--- src/rtl/hcsr04_emulator.sv ---
// hcsr04_emulator: cycle-accurate emulation of an HC-SR04 ultrasonic ranging
// sensor as seen from its controller. A trigger pulse of at least
// TRIG_MIN_CYC cycles starts a measurement. After a burst delay the block
// returns an echo pulse whose width encodes the emulated distance. A hold-off
// period follows, during which triggers are ignored.
//
// Optional feature: define HCSR04_EMU_NOISE_EN to add 0..7 cycles of
// pseudo-random jitter, taken from a 16-bit LFSR, to every echo width.
// The parameters are expected to be >= 1.
module hcsr04_emulator #(
    parameter int unsigned TRIG_MIN_CYC = 500,
    parameter int unsigned BURST_CYC    = 10000,
    parameter int unsigned ECHO_MAX_CYC = 1900000,
    parameter int unsigned HOLDOFF_CYC  = 3000000
) (
    input  logic        clk,
    input  logic        rst,
    input  logic        trig_i,
    input  logic [31:0] echo_cycles_i,
    output logic        echo_o,
    output logic        busy_o,
    output logic        echo_done_o,
    output logic        short_trig_o
);

    typedef enum logic [2:0] {
        S_IDLE    = 3'd0,
        S_TRIG    = 3'd1,
        S_BURST   = 3'd2,
        S_ECHO    = 3'd3,
        S_HOLDOFF = 3'd4
    } state_t;

    localparam logic [31:0] TRIG_MIN_W   = 32'(TRIG_MIN_CYC);
    localparam logic [31:0] BURST_LAST   = 32'(BURST_CYC) - 32'd1;
    localparam logic [31:0] ECHO_MAX_W   = 32'(ECHO_MAX_CYC);
    localparam logic [31:0] HOLDOFF_LAST = 32'(HOLDOFF_CYC) - 32'd1;

    // Requested widths of zero (no object) or beyond range clamp to the maximum
    function automatic logic [31:0] clamp_width(input logic [31:0] req);
        logic [31:0] w;
        w = req;
        if ((req == 32'd0) || (req > ECHO_MAX_W)) begin
            w = ECHO_MAX_W;
        end
        return w;
    endfunction

    logic        trig_meta_q;
    logic        trig_s_q;
    logic        trig_prev_q;
    logic        trig_rise;

    state_t      state_q, state_d;
    logic [31:0] cnt_q, cnt_d;
    logic [31:0] w_q, w_d;
    logic        echo_q, echo_d;
    logic        busy_q, busy_d;
    logic        done_q, done_d;
    logic        short_q, short_d;
    logic [31:0] width_next;

    // Two-flop synchronizer for the asynchronous trigger, plus one delay stage
    // so a rising edge of the synchronized trigger can be detected
    always_ff @(posedge clk or posedge rst) begin
        if (rst) begin
            trig_meta_q <= 1'b0;
            trig_s_q    <= 1'b0;
            trig_prev_q <= 1'b0;
        end else begin
            trig_meta_q <= trig_i;
            trig_s_q    <= trig_meta_q;
            trig_prev_q <= trig_s_q;
        end
    end

    // A level still high from before IDLE is not a rising edge, so a held
    // trigger cannot restart a measurement
    assign trig_rise = trig_s_q & ~trig_prev_q;

`ifdef HCSR04_EMU_NOISE_EN
    logic [15:0] lfsr_q, lfsr_d;
    logic        lfsr_fb;

    // Fibonacci LFSR, taps 16,14,13,11, shifting toward bit 0 every cycle
    always_comb begin
        lfsr_fb = lfsr_q[0] ^ lfsr_q[2] ^ lfsr_q[3] ^ lfsr_q[5];
        lfsr_d  = {lfsr_fb, lfsr_q[15:1]};
    end

    // LFSR state register; reset seed is nonzero so the sequence never locks up
    always_ff @(posedge clk or posedge rst) begin
        if (rst) begin
            lfsr_q <= 16'hACE1;
        end else begin
            lfsr_q <= lfsr_d;
        end
    end

    // Jitter is added after clamping, so the maximum width can grow by up to 7
    always_comb begin
        width_next = clamp_width(echo_cycles_i) + {29'd0, lfsr_q[2:0]};
    end
`else
    // Echo width is exactly the clamped request
    always_comb begin
        width_next = clamp_width(echo_cycles_i);
    end
`endif

    // Measurement sequencer: next state, shared counter, latched width, and
    // registered outputs that are derived from the next state
    always_comb begin
        state_d = state_q;
        cnt_d   = cnt_q;
        w_d     = w_q;
        short_d = 1'b0;
        done_d  = 1'b0;

        case (state_q)
            S_IDLE: begin
                if (trig_rise) begin
                    state_d = S_TRIG;
                    cnt_d   = 32'd1;
                end
            end

            S_TRIG: begin
                if (trig_s_q) begin
                    // Saturate so an arbitrarily long trigger cannot wrap
                    if (cnt_q < TRIG_MIN_W) begin
                        cnt_d = cnt_q + 32'd1;
                    end
                end else if (cnt_q >= TRIG_MIN_W) begin
                    state_d = S_BURST;
                    cnt_d   = 32'd0;
                end else begin
                    state_d = S_IDLE;
                    cnt_d   = 32'd0;
                    short_d = 1'b1;
                end
            end

            S_BURST: begin
                if (cnt_q >= BURST_LAST) begin
                    state_d = S_ECHO;
                    cnt_d   = 32'd0;
                    // Width is captured once; later input changes do not
                    // disturb the pulse in flight
                    w_d     = width_next;
                end else begin
                    cnt_d = cnt_q + 32'd1;
                end
            end

            S_ECHO: begin
                // w_q is never zero, so the subtraction cannot underflow
                if (cnt_q >= (w_q - 32'd1)) begin
                    state_d = S_HOLDOFF;
                    cnt_d   = 32'd0;
                    done_d  = 1'b1;
                end else begin
                    cnt_d = cnt_q + 32'd1;
                end
            end

            S_HOLDOFF: begin
                if (cnt_q >= HOLDOFF_LAST) begin
                    state_d = S_IDLE;
                    cnt_d   = 32'd0;
                end else begin
                    cnt_d = cnt_q + 32'd1;
                end
            end

            default: begin
                state_d = S_IDLE;
                cnt_d   = 32'd0;
            end
        endcase

        echo_d = (state_d == S_ECHO);
        busy_d = (state_d == S_BURST) || (state_d == S_ECHO) ||
                 (state_d == S_HOLDOFF);
    end

    // State, counter, width and output registers; reset clears everything,
    // including an echo pulse in progress
    always_ff @(posedge clk or posedge rst) begin
        if (rst) begin
            state_q <= S_IDLE;
            cnt_q   <= 32'd0;
            w_q     <= 32'd0;
            echo_q  <= 1'b0;
            busy_q  <= 1'b0;
            done_q  <= 1'b0;
            short_q <= 1'b0;
        end else begin
            state_q <= state_d;
            cnt_q   <= cnt_d;
            w_q     <= w_d;
            echo_q  <= echo_d;
            busy_q  <= busy_d;
            done_q  <= done_d;
            short_q <= short_d;
        end
    end

    assign echo_o       = echo_q;
    assign busy_o       = busy_q;
    assign echo_done_o  = done_q;
    assign short_trig_o = short_q;

endmodule

--- config.mk ---
export PLATFORM = sky130hd
export DESIGN_NAME = hcsr04_emulator
export DESIGN_NICKNAME = d
export VERILOG_FILES = /design/src/rtl/hcsr04_emulator.sv
export SDC_FILE = /design/constraint.sdc
export NUM_CORES = 1
export LEC_CHECK = 0
export ABC_AREA = 1
export ABC_CLOCK_PERIOD_IN_PS = 4600
export CAP_MARGIN = 15
export CORE_UTILIZATION = 51
export CTS_CLUSTER_SIZE = 12
export DETAILED_ROUTE_END_ITERATION = 8
export HOLD_SLACK_MARGIN = 0.05
export PLACE_DENSITY = 0.7
export SLEW_MARGIN = 20
export SYNTH_ARGS = -nofsm -noshare
export SYNTH_HDL_FRONTEND = slang
export SYNTH_SLANG_ARGS = --single-unit
--- constraint.sdc ---
create_clock -name clk -period 4.6 [get_ports clk]
set_clock_uncertainty 0.1 [all_clocks]
set_input_delay 0.46 -clock clk [delete_from_list [all_inputs] [get_ports clk]]
set_output_delay 0.46 -clock clk [all_outputs]
set_load 0.02 [all_outputs]
==> impl_metrics.csv, run 1 <==
group,metric,value,unit
status,outcome,"completed",
timing,rsz0062_at_grt,"false",
floorplanning,start_util,53.2,%
worst_setup_path,worstSetupPathType,"register to register",
yosys,synth_top_area_share,31.7,%
yosys,yosysTopAreaCell,"dfrtp_1",
drt,dr_total_vias,5585,
yosys,synth-seq-cells,74,
worst_setup_path,critPathLaunchType,"register",
drt,ant_nets,0,
floorplanning,dieArea,11900,um2
clock_tree,clk_path_buf_depth,2,
timing,period_minus_slack,3.74,ns
global_route,grt.overflow.total,0,
clock_tree,cts_sinks,74,
yosys,synth_cell_types,37,
global_route,grt_start_max_net_pins,42,
timing,slew_headroom,35.6,%
floorplanning,pin_count,39,
floorplanning,core,11000,um2
worst_hold_path,hp-class,"register to register",
cells_and_area,final_common_cell,"nand2_1",
timing,hold_violations,0,
timing,report.final.slew_viol_count,0,
clock_tree,clk_pin_slew_worst_paths,0.06,ns
yosys,synth.net_count,909,
drt,drt_iter0_markers,293,
cells_and_area,fin_cells,1013,
cells_and_area,mostFrequentLayoutCells,"203 x nand2_1, 100 x nor2_1, 98 x inv_1",
cells_and_area,syn2layout_area_growth,12.4,%
timing,setup_tns,0,ns
global_route,antenna_found_initial,0,
clock_tree,postCtsSetupBuffers,0,
power_and_ir_drop,power_density,217,nW/um2
yosys,netlist_instances,839,
drt,drcViolationCount,0,
drt,drt-total-wl,15500,um
worst_setup_path,setup.worst_path.start,"w_q[0]",
power_and_ir_drop,cellLeakagePower,0.00316,uW
cells_and_area,diodes,0,
global_route,grt_pass1_wl,25700,um
placement,place_inst,997,
power_and_ir_drop,peakVddDrop,0.000129,V
yosys,synth.area.top_cells,"dfrtp_1 32%, nand2_1 13%, ha_1 7.5%",
timing,setup_viol,0,
timing,fin_crit_sh,81.3,%
placement,place.gp.congestion,0.957,
clock_tree,cts_hold_buf,0,
drt,vias_per_cell,5.51,
clock_tree,cts-root-buf,"clkbuf_16",
cells_and_area,fin_nets,938,
worst_setup_path,cp-end-kind,"register",
worst_setup_path,reg2reg_from,"w_q[0]",
placement,io_buffers,38,
drt,wl_per_cell,15.3,um
placement,dpl.hpwl,12100,um
timing,worst_pin_slew,0.967,ns
worst_setup_path,critPathMaxFanout,20,
worst_setup_path,r2r_cells,23,
job,drv_cap,0,
worst_setup_path,cp.arrival,3.92,ns
drt,firstDrtPassIters,5,
timing,fmax,267,MHz
worst_hold_path,hold_depth,0,
floorplanning,die_h,109,um
cells_and_area,drive_gt1_share,5.50,%
yosys,ys_warn_count,0,
power_and_ir_drop,total_power,1420,uW
yosys,yosysSeqAreaShare,31.7,%
clock_tree,htreeDepth,3,
yosys,synth_area,5850,um2
clock_tree,cts_tree,"done",
clock_tree,insertion_delay,0.34,ns
worst_setup_path,cp.required,4.78,ns
yosys,avgSynthCellArea,6.97,um2
cells_and_area,fillers,1027,
worst_hold_path,min-delay-start,"trig_meta_q",
global_route,grt_pass1_vias,5432,
floorplanning,num_rows,38,
clock_tree,cts_resized,0,
floorplanning,fp.dieW,109,um
global_route,track_usage,28.1,%
clock_tree,cts_made_buffers,9,
-- power by group --
part	switching [uW]	total [uW]	internal (uW)
combinational	68.6	111	42.7
clock	271	649	378
sequential	7.23	664	657
total	347	1420	1080
-- cells by family after synthesis --
kind of cell               synth area share (%)
adders and majority gates                  7.49
xor gates and xnor gates                   7.79
AOI/OAI and AO/OA                          8.43
and+or+nand+nor                            35.9
DFF                                        31.7
buffers and inverters                      8.77
-- flip-flops by register name, indices dropped and copies added (netlist names) --
register	cells
busy_o	1
cnt_q	32
echo_done_o	1
echo_o	1
short_trig_o	1
state_q	3
trig_meta_q	1
trig_prev_q	1
trig_s_q	1
w_q	32
-- metal layers --
metal	up-vias	part of all wire [%]	GRT usage (%)
met5	-	0	0
met4	0	2.9	11.7
met3	31	4.4	3.95
met2	173	48	49.2
met1	2563	44	34.4
li1	2818	-	-
-- path summary, 6_finish.rpt --
path / endpoint / slack, ns
min in group asynchronous: echo_o / 0.46
min reg2reg: trig_s_q / 0.25
max reg2reg: cnt_q[0] / 0.86
max in group asynchronous: cnt_q[2] / 2.94
min: trig_s_q / 0.25
max: cnt_q[0] / 0.86
-- Yosys cell counts (all sizes together) --
cell type and n:
nor3 37, clkbuf 10, a31oi 14, xor2 36
o21bai 1, nor3b 2, nand3 64, ha 35
a21oi 32, o311ai 1, xnor2 16, a21boi 6
nand2 208, dfrtp 74, buf 14, or2 2
or3b 1, nand4 30, nor2 112, inv 101
o31ai 4, o21a 1, o21ai 24, a21o 2
nor4 12
-- cell type report --
class                      instances  area [um2]  area share, %
multi-input combinational        640        3490           53.1
inverter                         101         379           5.77
sequential                        74        1850           28.2
timing repair buffer              42         410           6.25
clock inverter                     3        15.0          0.228
clock buffer                      13         250           3.81
tap                              140         175           2.67
-- stage by stage --
stage | cell area [um2] | util [%] | hold slack, ns | worst slack, ns
6_report | 6570 | 59.8 | 0.246 | 0.858
5_1_grt | 6570 | 59.8 | 0.259 | 0.578
4_1_cts | 6570 | 59.8 | 0.249 | 0.886
3_5_place_dp | 6310 | 57.4 | 0.236 | 0.906
3_3_place_gp | 6310 | 57.4 | 0.233 | 1.04
2_1_floorplan | 5850 | - | 0.231 | 1.47
-- worst max-delay path: stages, from the launching register on --
cell,delay (ns)
dfrtp_1,0.43
inv_1,0.12
ha_1,0.26
inv_1,0.10
nor2_4,0.16
nand2_2,0.08
nor3_1,0.25
nand4_1,0.24
nor3_2,0.18
xor2_1,0.16
inv_1,0.05
ha_1,0.17
a21oi_1,0.15
o21ai_0,0.11
nand2_1,0.07
nand2_1,0.04
a21oi_1,0.15
nand3_1,0.19
nand2_1,0.14
buf_4,0.26
nand2_1,0.08
nand2_1,0.06
nand2_1,0.04
nand2_1,0.09
(Power assumes the default switching activity.)
==> run 2, diff against run 1 <==
Settings changed: ABC_CLOCK_PERIOD_IN_PS 4600 to 3400, PLACE_DENSITY 0.7 to 0.73.
Clock period 4.6 ns to 3.4 ns, I/O delays scaled along.
==> run 2 against run 1 <==
Net effect: cell area increased by 5.6%; first-iteration DRC count is 6.1% higher; critical path depth grew 1; hold slack gained 0.0097 ns; cell count rose by 2.7%; critical path type unchanged; critical endpoint unchanged.
==> impl_metrics.csv, run 2 (synthesis results as in run 1) <==
group,metric,value,unit
worst_setup_path,reg2reg_from,"w_q[4]",
worst_hold_path,hold_depth,0,
placement,place.gp.congestion,0.940,
drt,highest_layer,"met4",
timing,worst_hold_slack,0.256,ns
clock_tree,cts-root-buf,"clkbuf_16",
cells_and_area,final_area,6940,um2
cells_and_area,syn2layout_area_growth,18.7,%
placement,io_buffers,38,
cells_and_area,fillers,988,
global_route,grt_pass1_wl,26500,um
clock_tree,cts_made_buffers,9,
status,outcome,"completed",
cells_and_area,fin_cells,1040,
power_and_ir_drop,peakVddDrop,0.000280,V
placement,dpl.hpwl,12200,um
cells_and_area,largestRegisters,"cnt_q x32, w_q x32, state_q x3",
timing,report.final.slew_viol_count,0,
global_route,grt.overflow.total,0,
worst_setup_path,r2r_slack,0.10,ns
cells_and_area,fin_nets,966,
floorplanning,pin_count,39,
floorplanning,dieArea,11900,um2
job,drv_cap,0,
worst_setup_path,critPathMaxFanout,10,
floorplanning,die_h,109,um
cells_and_area,final_common_cell,"nand2_1",
drt,drt-total-wl,16100,um
clock_tree,cts_tree,"done",
worst_hold_path,hp-class,"register to register",
timing,slew_headroom,47.1,%
worst_setup_path,cp-end-kind,"register",
clock_tree,insertion_delay,0.35,ns
timing,rsz0062_at_grt,"true",
timing,fmax,303,MHz
cells_and_area,diodes,0,
worst_hold_path,whs_endpoint,"trig_s_q",
drt,wl_per_cell,15.5,um
clock_tree,cts_sinks,74,
floorplanning,num_rows,38,
worst_setup_path,worstSetupPathType,"register to register",
clock_tree,clk_pin_slew_worst_paths,0.06,ns
timing,hold_violations,0,
placement,place_inst,1013,
worst_setup_path,critPathLaunchType,"register",
drt,route.met3.wl,802,um
cells_and_area,mostFrequentLayoutCells,"200 x nand2_1, 97 x nor2_1, 97 x inv_1",
drt,firstDrtPassIters,5,
drt,wl_met1,6850,um
power_and_ir_drop,power_density,301,nW/um2
placement,postPlaceCellArea,6450,um2
drt,ant_nets,0,
cells_and_area,drive_gt1_share,10.2,%
timing,period_minus_slack,3.30,ns
worst_setup_path,r2r_cells,24,
clock_tree,htreeDepth,3,
global_route,grt_pass1_vias,5680,
floorplanning,fp.dieW,109,um
worst_setup_path,r2r-end,"cnt_q[0]",
drt,drt_iter0_markers,311,
worst_hold_path,min-delay-start,"trig_meta_q",
worst_setup_path,cp.required,3.59,ns
global_route,grt_start_max_net_pins,44,
floorplanning,core,11000,um2
power_and_ir_drop,total_power,2090,uW
drt,drcViolationCount,0,
timing,setup_viol,0,
drt,met2WireLength,7810,um
timing,setup_tns,0,ns
worst_setup_path,cp.arrival,3.48,ns
global_route,track_usage,29.1,%
global_route,antenna_found_initial,0,
power_and_ir_drop,cellLeakagePower,0.00337,uW
drt,dr_total_vias,5824,
floorplanning,start_util,53.2,%
timing,fin_crit_sh,97.0,%
drt,vias_per_cell,5.60,
clock_tree,clk_path_buf_depth,2,
timing,worst_pin_slew,0.788,ns
## run 2: critical path, stage by stage (launching register included)
cell and delay [ns]:
dfrtp_1 0.43, nor2_1 0.16, nand2_2 0.10, nor2_4 0.11
nand2_2 0.09, nor2_4 0.19, nand2_4 0.09, nor2_4 0.09
nand2_2 0.07, nor2_4 0.12, nand2_2 0.08, xor2_1 0.15
ha_1 0.31, a21oi_2 0.15, o21ai_0 0.10, nand2_1 0.06
nand2_1 0.06, a21oi_2 0.13, nand3_2 0.13, nand2_4 0.17
buf_12 0.14, nand2_2 0.04, nand2_1 0.05, nand2_1 0.05
nand2_1 0.06
## run 2: cell type report
cell class	count	area [um2]	share of cell area [%]
multi-input cells	640	3550	51.2
clock inverters	5	78.8	1.14
inverters	101	379	5.46
flip-flops and latches	74	1850	26.7
well taps	140	175	2.52
clock buffers	10	239	3.44
repair buffers	70	663	9.55
## run 2: per-stage QoR
stage / setup WS (ns) / util [%]
final: 0.103 / 63.2
after global routing: -0.146 / 63.2
after CTS: 0.0372 / 61.6
after detailed placement: 0.0624 / 58.7
after global placement: 0.151 / 58.7
after floorplan: 0.274 / -
## run 2: per-layer routing
layer / up-vias / track usage (%)
li1: 2862 / -
met3: 39 / 3.59
met5: - / 0
met2: 204 / 50.3
met1: 2719 / 35.4
met4: 0 / 15.0
## run 2: worst max-delay path by stage
| stage | from | endpoint | slack [ns] | cells after the start |
|---|---|---|---|---|
| floorplan | w_q[0] | cnt_q[0] | 0.27 | 23 |
| global placement | w_q[2] | cnt_q[0] | 0.15 | 24 |
| detailed placement | w_q[2] | cnt_q[0] | 0.06 | 24 |
| CTS | w_q[2] | cnt_q[0] | 0.04 | 24 |
| global route | w_q[8] | cnt_q[0] | -0.15 | 24 |
| finish | w_q[4] | cnt_q[0] | 0.10 | 24 |
## run 2: timing repair
action / 4_1_cts / 5_1_grt
hold buffers: 0 / 0
resized for setup: 0 / 18
setup buffers: 0 / 11
endpoints found under the setup margin: 0 / 36
## run 2: where the power goes
part	internal (uW)	switching, uW	total (uW)	leakage [uW]
Sequential	889	9.96	899	0.000913
Combinational	67.3	95.0	162	0.00230
Clock	657	374	1030	0.000158
Total	1610	479	2090	0.00337
==> run 3, diff against run 2 <==
Settings changed: CORE_UTILIZATION 51 to 35, PLACE_DENSITY 0.73 to not set, SETUP_SLACK_MARGIN set to 0.2.
==> run 3 against run 2 <==
Net effect: core utilization fell by 19 points; largest power group unchanged; critical path type unchanged; largest cell class unchanged; total power fell by 0.57%; setup slack improved by 0.13 ns; die area rose by 45%.
==> impl_metrics.csv, run 3 (synthesis results as in run 1) <==
group,metric,value,unit
worst_hold_path,hold_depth,0,
cells_and_area,fin_nets,970,
clock_tree,cts-root-buf,"clkbuf_16",
global_route,grt_start_max_net_pins,75,
drt,wl_per_cell,14.0,um
worst_hold_path,whs_endpoint,"trig_s_q",
placement,place.gp.congestion,0.888,
power_and_ir_drop,power_density,292,nW/um2
timing,fin_crit_sh,93.3,%
drt,drcViolationCount,0,
floorplanning,core,16100,um2
worst_setup_path,cp.arrival,3.35,ns
worst_hold_path,hp-class,"register to register",
cells_and_area,largestRegisters,"cnt_q x32, w_q x32, state_q x3",
worst_setup_path,cp.required,3.58,ns
floorplanning,start_util,36.3,%
worst_setup_path,critPathMaxFanout,5,
cells_and_area,diodes,0,
drt,firstDrtPassIters,5,
drt,vias_per_cell,5.00,
clock_tree,insertion_delay,0.34,ns
global_route,track_usage,18.7,%
worst_setup_path,setup.worst_path.start,"w_q[9]",
floorplanning,fp.dieW,131,um
timing,slew_headroom,69.7,%
worst_setup_path,r2r_cells,24,
timing,fmax,315,MHz
global_route,grt_pass1_wl,25800,um
timing,worst_pin_slew,0.451,ns
placement,io_buffers,38,
worst_setup_path,r2r-end,"cnt_q[0]",
worst_setup_path,cp-end-kind,"register",
timing,hold_violations,0,
clock_tree,cts_tree,"done",
floorplanning,num_rows,46,
drt,drt_iter0_markers,363,
cells_and_area,final_common_cell,"nand2_1",
status,outcome,"completed",
global_route,grt.overflow.total,0,
worst_setup_path,worstSetupPathType,"register to register",
floorplanning,dieArea,17200,um2
worst_setup_path,r2r_slack,0.23,ns
cells_and_area,syn2layout_area_growth,22.0,%
timing,period_minus_slack,3.17,ns
drt,dr_total_vias,5605,
placement,dpl.hpwl,11900,um
placement,dp_slack,0.0973,ns
global_route,antenna_found_initial,0,
clock_tree,cts_sinks,74,
clock_tree,clk_path_buf_depth,2,
power_and_ir_drop,peakVddDrop,0.000231,V
power_and_ir_drop,cellLeakagePower,0.00341,uW
worst_hold_path,min-delay-start,"trig_meta_q",
timing,rsz0062_at_grt,"true",
timing,setup_viol,0,
drt,drt-total-wl,15700,um
floorplanning,pin_count,39,
clock_tree,cts_made_buffers,9,
worst_setup_path,critPathLaunchType,"register",
clock_tree,htreeDepth,3,
timing,fin_ws,0.229,ns
drt,ant_nets,0,
clock_tree,cts_hold_buf,0,
cells_and_area,mostFrequentLayoutCells,"198 x nand2_1, 97 x nor2_1, 97 x inv_1",
floorplanning,die_h,131,um
cells_and_area,drive_gt1_share,11.7,%
timing,setup_tns,0,ns
worst_setup_path,reg2reg_from,"w_q[9]",
timing,report.final.slew_viol_count,0,
job,drv_cap,0,
clock_tree,clk_pin_slew_worst_paths,0.06,ns
global_route,grt_pass1_vias,5345,
## run 3: cell count changes in the layout (fill, tap and decap cells not counted), moves of 2 or more
cell / delta
buf_4: +2
clkbuf_8: +2
nand2_1: -2
nand2_2: +2
o21ai_0: -2
o31ai_1: -4
o31ai_2: +4
## run 3: report_power, final
group	switching [uW]	internal, uW	total (uW)
Combinational	95.7	70.8	167
Sequential	10.4	889	899
Clock	387	627	1010
Total	493	1590	2080
## run 3: layout make-up
type / count / area, um2
Clock buffer: 12 / 267
Sequential cell: 74 / 1850
Clock inverter: 4 / 48.8
Inverter: 101 / 384
Tap cell: 216 / 270
Fill cell: 1665 / 8980
Multi-Input combinational cell: 640 / 3590
Timing Repair Buffer: 74 / 714
## run 3: critical path, cell delays in order, from the launching register on
cell and delay, ns:
dfrtp_2 0.44, nor2_4 0.12, nand2_1 0.07, nor2_2 0.13, nand2_2 0.09, nor2_4 0.11, nand2_2 0.08, nor2_2 0.09
nand2_2 0.07, nor2_4 0.11, nand2_2 0.09, nor2_4 0.08, xor2_1 0.15, ha_1 0.28, a21oi_2 0.14, o21a_1 0.12
nand2_1 0.06, a21oi_2 0.15, nand3_2 0.12, nand2_4 0.13, buf_12 0.13, nand2_1 0.05, nand2_1 0.06, nand2_1 0.05
nand2_1 0.06
## run 3: repair_timing
item	CTS	global route
gates resized for setup	6	27
cloned	0	2
endpoints found under the hold margin	0	0
setup buffers	0	13
pin swaps	1	16
setup endpoints to repair	29	38
## run 3: worst max-delay path by stage
stage                     endpoint  cells past startpoint
after floorplan           cnt_q[0]                     23
after global placement    cnt_q[0]                     24
after detailed placement  cnt_q[0]                     24
after CTS                 cnt_q[0]                     24
after global routing      cnt_q[0]                     24
final                     cnt_q[0]                     24
## run 3: through the flow
step	utilization, %	hold WS (ns)	std cells	cell area [um2]	power, uW
finish	44.3	0.299	1121	7130	2080
CTS	42.7	0.302	1106	6880	2090
detailed placement	40.7	0.285	1090	6550	1070
global placement	40.7	0.287	1090	6550	1070
floorplan	-	0.231	839	5850	996
global route	44.3	0.317	1121	7130	2150
## run 3: routing by layer
layer	GRT usage (%)	vias to the layer above	part of all wire (%)
met2	29.9	164	44
met3	2.55	44	4.8
met1	24.5	2517	47
met5	0	-	0
li1	-	2880	-
met4	10.0	0	3.9
